`src/rtl/ej32_fetch_if.sv`:
```
// -----------------------------------------------------------------------------
// ej32_fetch_if
//   Bus bundle between the eJ32 fetch stage, its program memory, the execute
//   stage (redirects) and the decoder (instruction bundles).
//
//   Signals
//     mem_rd     fetch -> mem     byte read request this cycle
//     mem_a      fetch -> mem     17-bit byte address of the request
//     mem_d      mem   -> fetch   read data, valid exactly one cycle after mem_rd
//     jmp_en     exec  -> fetch   one-cycle redirect strobe
//     jmp_a      exec  -> fetch   redirect target address
//     instr_vld  fetch -> dec     bundle valid
//     instr_rdy  dec   -> fetch   decoder accepts bundle
//     instr_op   fetch -> dec     opcode byte
//     instr_opd  fetch -> dec     big-endian operand, zero-extended
//     instr_len  fetch -> dec     operand byte count (0, 1, 2 or 4)
//     instr_pc   fetch -> dec     address of the opcode byte
//     instr_ill  fetch -> dec     opcode not handled by the fetch stage
//
//   Modports
//     master : the fetch stage
//     slave  : everything around it (memory, execute, decoder)
// -----------------------------------------------------------------------------
interface ej32_fetch_if;
  logic        mem_rd;
  logic [16:0] mem_a;
  logic [7:0]  mem_d;
  logic        jmp_en;
  logic [16:0] jmp_a;
  logic        instr_vld;
  logic        instr_rdy;
  logic [7:0]  instr_op;
  logic [31:0] instr_opd;
  logic [2:0]  instr_len;
  logic [16:0] instr_pc;
  logic        instr_ill;

  modport master (
    output mem_rd, mem_a,
    input  mem_d,
    input  jmp_en, jmp_a,
    output instr_vld, instr_op, instr_opd, instr_len, instr_pc, instr_ill,
    input  instr_rdy
  );

  modport slave (
    input  mem_rd, mem_a,
    output mem_d,
    output jmp_en, jmp_a,
    input  instr_vld, instr_op, instr_opd, instr_len, instr_pc, instr_ill,
    output instr_rdy
  );
endinterface

```
`src/rtl/ej32_fetch.sv`:
```
// -----------------------------------------------------------------------------
// ej32_fetch
//   Bytecode prefetch / instruction assembly stage in front of the eJ32
//   decoder. Bytes stream from program memory into a small circular byte FIFO;
//   the head opcode is looked up to find its operand length, and once the
//   whole instruction is buffered it is handed to the decoder as a single
//   bundle (opcode + big-endian operand). A redirect from execute flushes the
//   FIFO and restarts fetching at the target.
//
//   Parameters
//     DEPTH     byte FIFO entries (power of 2, >= 5)
//     RESET_PC  first fetch address after reset
//
//   Ports
//     clk       clock, rising edge
//     rst_n     asynchronous active-low reset
//     bus       ej32_fetch_if.master (memory, redirect and decoder signals)
// -----------------------------------------------------------------------------
module ej32_fetch #(
  parameter int          DEPTH    = 8,
  parameter logic [16:0] RESET_PC = 17'h0
) (
  input  logic            clk,
  input  logic            rst_n,
  ej32_fetch_if.master    bus
);

  localparam int PW = $clog2(DEPTH);   // FIFO pointer width
  localparam int CW = PW + 1;          // FIFO occupancy width (0..DEPTH)

  typedef logic [PW-1:0] ptr_t;
  typedef logic [CW-1:0] cnt_t;

  // Opcodes with operands or special handling (JVM numbering plus the eJ32
  // extensions donext/ldi).
  localparam logic [7:0] OP_BIPUSH     = 8'h10;
  localparam logic [7:0] OP_SIPUSH     = 8'h11;
  localparam logic [7:0] OP_LDC        = 8'h12;
  localparam logic [7:0] OP_LDC_W      = 8'h13;
  localparam logic [7:0] OP_LDC2_W     = 8'h14;
  localparam logic [7:0] OP_ILOAD      = 8'h15;
  localparam logic [7:0] OP_ALOAD      = 8'h19;
  localparam logic [7:0] OP_ISTORE     = 8'h36;
  localparam logic [7:0] OP_ASTORE     = 8'h3A;
  localparam logic [7:0] OP_IINC       = 8'h84;
  localparam logic [7:0] OP_IFEQ       = 8'h99;
  localparam logic [7:0] OP_JSR        = 8'hA8;
  localparam logic [7:0] OP_RET        = 8'hA9;
  localparam logic [7:0] OP_TABLESW    = 8'hAA;
  localparam logic [7:0] OP_LOOKUPSW   = 8'hAB;
  localparam logic [7:0] OP_GETSTATIC  = 8'hB2;
  localparam logic [7:0] OP_INVOKESTAT = 8'hB8;
  localparam logic [7:0] OP_INVOKEINTF = 8'hB9;
  localparam logic [7:0] OP_INVOKEDYN  = 8'hBA;
  localparam logic [7:0] OP_JNEW       = 8'hBB;
  localparam logic [7:0] OP_NEWARRAY   = 8'hBC;
  localparam logic [7:0] OP_ANEWARRAY  = 8'hBD;
  localparam logic [7:0] OP_CHECKCAST  = 8'hC0;
  localparam logic [7:0] OP_INSTANCEOF = 8'hC1;
  localparam logic [7:0] OP_WIDE       = 8'hC4;
  localparam logic [7:0] OP_MULTIANEW  = 8'hC5;
  localparam logic [7:0] OP_IFNULL     = 8'hC6;
  localparam logic [7:0] OP_IFNONNULL  = 8'hC7;
  localparam logic [7:0] OP_GOTO_W     = 8'hC8;
  localparam logic [7:0] OP_JSR_W      = 8'hC9;
  localparam logic [7:0] OP_DONEXT     = 8'hCA;
  localparam logic [7:0] OP_LDI        = 8'hCB;

  // Operand byte count of an opcode; unsupported opcodes report 0.
  function automatic logic [2:0] op_len(input logic [7:0] op);
    logic [2:0] len;
    len = 3'd0;
    if (op inside {OP_BIPUSH, OP_LDC, [OP_ILOAD:OP_ALOAD], [OP_ISTORE:OP_ASTORE],
                   OP_RET, OP_NEWARRAY})
      len = 3'd1;
    else if (op inside {OP_SIPUSH, OP_LDC_W, OP_LDC2_W, OP_IINC, [OP_IFEQ:OP_JSR],
                        [OP_GETSTATIC:OP_INVOKESTAT], OP_JNEW, OP_ANEWARRAY,
                        OP_CHECKCAST, OP_INSTANCEOF, OP_IFNULL, OP_IFNONNULL,
                        OP_DONEXT})
      len = 3'd2;
    else if (op inside {OP_GOTO_W, OP_JSR_W, OP_INVOKEINTF, OP_INVOKEDYN, OP_LDI})
      len = 3'd4;
    return len;
  endfunction

  // Variable-length encodings this stage cannot frame; only the opcode byte
  // is consumed and the decoder is told via instr_ill.
  function automatic logic op_ill(input logic [7:0] op);
    return op inside {OP_TABLESW, OP_LOOKUPSW, OP_WIDE, OP_MULTIANEW};
  endfunction

  // ---------------------------------------------------------------------------
  // State
  // ---------------------------------------------------------------------------
  logic [7:0]  fifo_q [DEPTH];
  ptr_t        rd_ptr_q,   rd_ptr_d;
  ptr_t        wr_ptr_q,   wr_ptr_d;
  cnt_t        count_q,    count_d;
  logic        inflight_q, inflight_d;
  logic        run_q,      run_d;
  logic [16:0] fa_q,       fa_d;       // next fetch address
  logic [16:0] head_pc_q,  head_pc_d;  // address of the FIFO head byte
  logic        vld_q,      vld_d;
  logic [7:0]  op_q,       op_d;
  logic [31:0] opd_q,      opd_d;
  logic [2:0]  len_q,      len_d;
  logic [16:0] pc_q,       pc_d;
  logic        ill_q,      ill_d;

  // ---------------------------------------------------------------------------
  // Head-of-FIFO decode
  // ---------------------------------------------------------------------------
  logic [7:0]  head_op;
  logic [2:0]  head_len;
  logic        head_ill;
  logic [7:0]  opd_byte [4];
  logic [31:0] head_opd;
  cnt_t        need;

  assign head_op  = fifo_q[rd_ptr_q];
  assign head_len = op_len(head_op);
  assign head_ill = op_ill(head_op);
  assign need     = cnt_t'(head_len) + cnt_t'(1);

  // Operand bytes follow the opcode; the pointer arithmetic wraps modulo
  // DEPTH so an operand split across the end of the buffer is still in order.
  for (genvar gi = 0; gi < 4; gi++) begin : g_opd
    ptr_t idx;
    assign idx          = rd_ptr_q + ptr_t'(gi + 1);
    assign opd_byte[gi] = fifo_q[idx];
  end

  always_comb begin
    head_opd = 32'h0;
    case (head_len)
      3'd1:    head_opd = {24'h0, opd_byte[0]};
      3'd2:    head_opd = {16'h0, opd_byte[0], opd_byte[1]};
      3'd4:    head_opd = {opd_byte[0], opd_byte[1], opd_byte[2], opd_byte[3]};
      default: head_opd = 32'h0;
    endcase
  end

  // ---------------------------------------------------------------------------
  // Next-state logic
  // ---------------------------------------------------------------------------
  logic push;
  logic load;
  logic mem_rd;

  always_comb begin
    // A byte returning during a redirect belongs to the old stream.
    push = inflight_q & ~bus.jmp_en;
    load = ~bus.jmp_en & (count_q >= need) & (~vld_q | bus.instr_rdy);
    // Bytes already in flight have a slot reserved, so the FIFO never overflows.
    // run_q keeps reads off while reset is asserted.
    mem_rd = run_q & ~bus.jmp_en & ((count_q + cnt_t'(inflight_q)) < cnt_t'(DEPTH));

    run_d      = 1'b1;
    inflight_d = mem_rd;
    rd_ptr_d   = rd_ptr_q;
    wr_ptr_d   = wr_ptr_q;
    count_d    = count_q;
    fa_d       = fa_q;
    head_pc_d  = head_pc_q;
    vld_d      = vld_q;
    op_d       = op_q;
    opd_d      = opd_q;
    len_d      = len_q;
    pc_d       = pc_q;
    ill_d      = ill_q;

    if (bus.jmp_en) begin
      rd_ptr_d  = '0;
      wr_ptr_d  = '0;
      count_d   = '0;
      fa_d      = bus.jmp_a;
      head_pc_d = bus.jmp_a;
      vld_d     = 1'b0;
      pc_d      = bus.jmp_a;
    end else begin
      if (mem_rd)
        fa_d = fa_q + 17'd1;
      if (push)
        wr_ptr_d = wr_ptr_q + ptr_t'(1);
      count_d = count_q + cnt_t'(push) - (load ? need : cnt_t'(0));
      if (load) begin
        rd_ptr_d  = rd_ptr_q + ptr_t'(need);
        head_pc_d = head_pc_q + 17'(need);
        vld_d     = 1'b1;
        op_d      = head_op;
        opd_d     = head_opd;
        len_d     = head_len;
        pc_d      = head_pc_q;
        ill_d     = head_ill;
      end else if (bus.instr_rdy) begin
        vld_d = 1'b0;
      end
    end
  end

  // ---------------------------------------------------------------------------
  // Registers
  // ---------------------------------------------------------------------------
  always_ff @(posedge clk or negedge rst_n) begin
    if (!rst_n) begin
      run_q      <= 1'b0;
      inflight_q <= 1'b0;
      rd_ptr_q   <= '0;
      wr_ptr_q   <= '0;
      count_q    <= '0;
      fa_q       <= RESET_PC;
      head_pc_q  <= RESET_PC;
      vld_q      <= 1'b0;
      op_q       <= 8'h0;
      opd_q      <= 32'h0;
      len_q      <= 3'd0;
      pc_q       <= RESET_PC;
      ill_q      <= 1'b0;
    end else begin
      run_q      <= run_d;
      inflight_q <= inflight_d;
      rd_ptr_q   <= rd_ptr_d;
      wr_ptr_q   <= wr_ptr_d;
      count_q    <= count_d;
      fa_q       <= fa_d;
      head_pc_q  <= head_pc_d;
      vld_q      <= vld_d;
      op_q       <= op_d;
      opd_q      <= opd_d;
      len_q      <= len_d;
      pc_q       <= pc_d;
      ill_q      <= ill_d;
    end
  end

  // Byte storage needs no reset: occupancy is tracked by count_q.
  always_ff @(posedge clk) begin
    if (push)
      fifo_q[wr_ptr_q] <= bus.mem_d;
  end

  // ---------------------------------------------------------------------------
  // Outputs
  // ---------------------------------------------------------------------------
  assign bus.mem_rd    = mem_rd;
  assign bus.mem_a     = fa_q;
  assign bus.instr_vld = vld_q;
  assign bus.instr_op  = op_q;
  assign bus.instr_opd = opd_q;
  assign bus.instr_len = len_q;
  assign bus.instr_pc  = pc_q;
  assign bus.instr_ill = ill_q;

endmodule

```
`src/flat_wrapper.sv`:
```
// flat-port wrapper written by rule: the top's interface ports become plain ports
module ej32_fetch_flat 
#(
  parameter int          DEPTH    = 8,
  parameter logic [16:0] RESET_PC = 17'h0
)
  (clk, rst_n, bus_mem_rd, bus_mem_a, bus_mem_d, bus_jmp_en, bus_jmp_a, bus_instr_vld, bus_instr_op, bus_instr_opd, bus_instr_len, bus_instr_pc, bus_instr_ill, bus_instr_rdy);
  ej32_fetch_if bus_i ();
  input  logic clk;
  input  logic rst_n;
  output wire logic [$bits(bus_i.mem_rd)-1:0] bus_mem_rd;
  output wire logic [$bits(bus_i.mem_a)-1:0] bus_mem_a;
  input wire logic [$bits(bus_i.mem_d)-1:0] bus_mem_d;
  input wire logic [$bits(bus_i.jmp_en)-1:0] bus_jmp_en;
  input wire logic [$bits(bus_i.jmp_a)-1:0] bus_jmp_a;
  output wire logic [$bits(bus_i.instr_vld)-1:0] bus_instr_vld;
  output wire logic [$bits(bus_i.instr_op)-1:0] bus_instr_op;
  output wire logic [$bits(bus_i.instr_opd)-1:0] bus_instr_opd;
  output wire logic [$bits(bus_i.instr_len)-1:0] bus_instr_len;
  output wire logic [$bits(bus_i.instr_pc)-1:0] bus_instr_pc;
  output wire logic [$bits(bus_i.instr_ill)-1:0] bus_instr_ill;
  input wire logic [$bits(bus_i.instr_rdy)-1:0] bus_instr_rdy;
  assign bus_mem_rd = bus_i.mem_rd;
  assign bus_mem_a = bus_i.mem_a;
  assign bus_i.mem_d = bus_mem_d;
  assign bus_i.jmp_en = bus_jmp_en;
  assign bus_i.jmp_a = bus_jmp_a;
  assign bus_instr_vld = bus_i.instr_vld;
  assign bus_instr_op = bus_i.instr_op;
  assign bus_instr_opd = bus_i.instr_opd;
  assign bus_instr_len = bus_i.instr_len;
  assign bus_instr_pc = bus_i.instr_pc;
  assign bus_instr_ill = bus_i.instr_ill;
  assign bus_i.instr_rdy = bus_instr_rdy;
  ej32_fetch #(.DEPTH(DEPTH), .RESET_PC(RESET_PC)) u_core (.clk(clk), .rst_n(rst_n), .bus(bus_i));
endmodule
```
`config.mk`:
```
export PLATFORM = sky130hd
export DESIGN_NAME = ej32_fetch_flat
export DESIGN_NICKNAME = d
export VERILOG_FILES = /design/src/rtl/ej32_fetch_if.sv /design/src/rtl/ej32_fetch.sv /design/src/flat_wrapper.sv
export SDC_FILE = /design/constraint.sdc
export NUM_CORES = 1
export LEC_CHECK = 0
export ABC_AREA = 1
export BUFFER_PORTS_ARGS = -buffer_cell sky130_fd_sc_hd__clkbuf_2
export CELL_PAD_IN_SITES_DETAIL_PLACEMENT = 0
export CELL_PAD_IN_SITES_GLOBAL_PLACEMENT = 2
export CORE_ASPECT_RATIO = 1.2
export CORE_UTILIZATION = 32
export DETAILED_ROUTE_END_ITERATION = 10
export HOLD_SLACK_MARGIN = 0.12
export PLACE_DENSITY_LB_ADDON = 0.1
export SLEW_MARGIN = 15
export SYNTH_ARGS = -nofsm -noshare
export SYNTH_HDL_FRONTEND = slang
export SYNTH_SLANG_ARGS = --single-unit
```
`constraint.sdc`:
```
create_clock -name clk -period 4.2 [get_ports clk]
set_input_delay 0.84 -clock clk [delete_from_list [all_inputs] [get_ports clk]]
set_output_delay 0.84 -clock clk [all_outputs]
set_load 0.02 [all_outputs]
```
==> impl_metrics.py <==
metrics = {
    "sta": {
        "finalHoldViolations": 0,
        "fmax_mhz": 229,
        "period_needed_ns": 4.36,
        "setup_violations": 3,
        "slew-limit-headroom_pct": 43.1,
        "hold_slack_ns": 0.326,
        "worst_slew_pin_slew_ns": 0.852,
        "timing.final.crit_share_pct": 104,
        "slew_violations": 0,
        "fin_ws_ns": -0.165,
        "grt_setup_unrepaired": "yes",
        "clock_skew_ns": 0.0125,
    },
    "job": {
        "cap_violations": 0,
    },
    "finish": {
        "area_growth_pct": 36.3,
        "antenna_cells": 0,
        "num-nets-final": 1499,
        "mostFrequentLayoutCells": "359 x nand2_1, 126 x buf_4, 107 x clkbuf_2, 107 x dfrtp_1, 92 x nor2_1",
        "multi_input_area_sq_mm": 0.00517,
        "mostFrequentLayoutCell": "nand2_1",
        "stdcell_area_sq_mm": 0.0132,
        "seq_area_sq_mm": 0.00463,
        "drive_gt1_share_pct": 31.3,
        "stdcell_count": 1851,
        "nFillCells": 3002,
    },
    "clock_network": {
        "clock-sinks": 172,
        "cts_tree": "done",
        "htreeDepth": 4,
        "ctsHoldBuffers": 0,
        "clock-root-buffer": "clkbuf_16",
        "cts_buffers": 17,
        "path_clk_slew_ns": 0.08,
        "clock_path_buffers": 2,
        "clkLatencyLatePin_ns": 0.45,
    },
    "logic_synthesis": {
        "synthFlopType": "dfrtp_1",
        "ys_async_sr_fraction_pct": 62.8,
        "yosysTopAreaCellShare_pct": 27.8,
        "yosys_warnings": 0,
        "synth.distinct_cells": 43,
        "yosys-top-cells-area": "dfrtp_1 28%, edfxtp_1 20%, nand2_1 17%",
        "avgSynthCellArea_sq_um": 7.95,
        "synth-edff-count": 64,
        "ys_ff_latch": 172,
        "netlist_area_sq_mm": 0.00970,
        "ys_seq_area_share_pct": 47.7,
        "synth_cells": 1221,
        "yosysTopAreaCell": "dfrtp_1",
    },
    "status": {
        "failed_checks": "negative setup slack",
        "status": "finished, violations left",
    },
    "placement": {
        "placed_area_sq_mm": 0.0115,
        "numPortBuffers": 108,
        "dp_hpwl_mm": 25.3,
        "dp.cells": 1778,
        "gp_congestion": 0.844,
    },
    "critical_path": {
        "max_stage_delay_ns": 0.54,
        "cp_slowest_cell": "fa_2",
        "cp-start-kind": "register",
        "worstPathArrival_ns": 4.74,
        "setup.worst_path.end_class": "register",
        "path_max_fanout": 8,
        "crit_buf_inv": 8,
        "worstPathRequired_ns": 4.58,
        "crit_type": "reg2reg",
        "cpLargestDelayFamily": "simple AND/OR/NAND/NOR gates",
    },
    "drt": {
        "dr.pass1.iters": 6,
        "first_iter_violations": 507,
        "viasPerCell": 4.92,
        "vias": 9113,
        "wl_per_cell_microns": 18.8,
        "wl_mm": 34.7,
        "route.detailed.drc": 0,
        "antenna_left": 0,
    },
    "worst_hold_path": {
        "hold_path.class": "in2async",
    },
    "global_route": {
        "grt_antenna_before_repair": 0,
        "grt_pass1_wl_mm": 52.3,
        "grt_pass1_vias": 8909,
        "grt_usage_pct": 22.7,
        "grt-ovfl-total": 0,
        "grt_max_degree": 79,
    },
    "floorplan": {
        "placementRows": 69,
        "io_pins": 109,
        "die_w_microns": 161,
        "start_util_pct": 32.7,
        "dieHeight_microns": 193,
        "die-area_sq_mm": 0.0310,
        "core_sq_mm": 0.0297,
    },
    "power_and_ir_drop": {
        "combPwrFrac_pct": 60.0,
        "power_density_mw_per_mm2": 744,
        "netSwitchingPower_uw": 4500,
        "ir_drop_mv": 0.297,
        "p_clk_share_pct": 16.4,
        "seqPwrFrac_pct": 23.6,
        "p_int_uw": 5330,
        "leakage_uw": 0.00622,
        "switching_share_pct": 45.8,
    },
}
==> sequential cells by signal (all words and copies together) (netlist names) <==
name and flops:
u_core.bus.instr_ill 1, u_core.bus.instr_len 3, u_core.bus.instr_op 8, u_core.bus.instr_opd 32, u_core.bus.instr_pc 17, u_core.bus.instr_vld 1
u_core.bus.mem_a 17, u_core.count_q 4, u_core.fifo_q 64, u_core.head_pc_q 17, u_core.inflight_q 1, u_core.rd_ptr_q 3
u_core.run_q 1, u_core.wr_ptr_q 3
==> metal layers <==
| layer | share of wire, % | track usage [%] | routed length (microns) |
|---|---|---|---|
| met2 | 50 | 39.4 | 17300 |
| met1 | 43 | 27.7 | 14800 |
| met4 | 4.7 | 11.8 | 1650 |
| met5 | 0 | 0 | 0 |
| met3 | 2.9 | 2.64 | 1020 |
==> cell usage after synthesis (13+ instances only) <==
cell type and count:
nor2_1 100, dfrtp_1 108, nand3_1 109, buf_2 14
nand2_2 13, edfxtp_1 64, a21oi_1 25, o221ai_1 13
o211ai_1 30, mux2i_1 16, nand2_1 434, inv_1 83
xor2_1 14, ha_1 19, o21ai_0 60, clkbuf_1 30
==> power by group through the flow <==
| stage | Sequential (uW) | Clock [uW] | Combinational, uW |
|---|---|---|---|
| after floorplan | 2570 | 0 | 2820 |
| after global placement | 2340 | 0 | 4990 |
| after detailed placement | 2350 | 0 | 4990 |
| after CTS | 2320 | 1640 | 5560 |
| after global routing | 2370 | 1700 | 6500 |
| final | 2330 | 1610 | 5900 |
==> worst register-to-register path, delay by kind of cell (launching register included) <==
| kind | cells | cell delay [ns] |
|---|---|---|
| simple gates | 13 | 1.29 |
| fa+ha+maj | 4 | 1.13 |
| buf+inv | 8 | 0.78 |
| compound gates | 4 | 0.65 |
| flops | 1 | 0.45 |
==> through the flow <==
step                total power [uW]  util [%]  setup TNS, ns  setup slack, ns
global route                   10600      44.5          -2.90           -0.366
CTS                             9530      43.1         -0.275           -0.121
finish                          9840      44.5         -0.447           -0.165
global placement                7330      38.7         -0.939           -0.286
floorplan                       5390         -         -0.355           -0.134
detailed placement              7340      38.7          -1.03           -0.302
==> final timing paths <==
path	start	end	slack (ns)	depth (start not counted)
max	u_core.rd_ptr_q[0]	u_core.count_q[1]	-0.16	29
min	rst_n	u_core.bus.mem_a[0]	0.33	1
max reg2reg	u_core.rd_ptr_q[0]	u_core.count_q[1]	-0.16	29
min reg2reg	u_core.bus.instr_opd[12]	u_core.bus.instr_opd[12]	0.48	2
max in group asynchronous	rst_n	u_core.rd_ptr_q[0]	3.06	2
min in group clk	u_core.bus.instr_opd[12]	u_core.bus.instr_opd[12]	0.48	2
==> cell families (layout without fill, tap and decap cells) <==
kind of cell	count (synthesis)	in the layout	synth area share (%)
xor gates and xnor gates	19	19	1.71
AOI/OAI and AO/OA	167	167	10.7
adders and majority gates	22	22	3.07
other	2	3	0.0774
muxes	16	16	1.65
DFF	172	172	47.7
and+or+nand+nor	680	680	28.8
buffers and inverters	143	382	6.34
==> repair_timing <==
item | CTS | global route
pin swaps | 54 | 29
setup buffers | 25 | 10
endpoints found under the setup margin | 36 | 65
resized for setup | 116 | 74
gates cloned | 5 | 2
==> final cells by class <==
class                      count  share of cell area [%]
multi-input combinational    907                    39.1
inverter                      90                    2.69
clock inverter                14                    1.16
timing repair buffer         260                    15.1
clock buffer                  18                    3.25
sequential                   172                    35.0
tap                          390                    3.69
(Power assumes the default switching activity.)
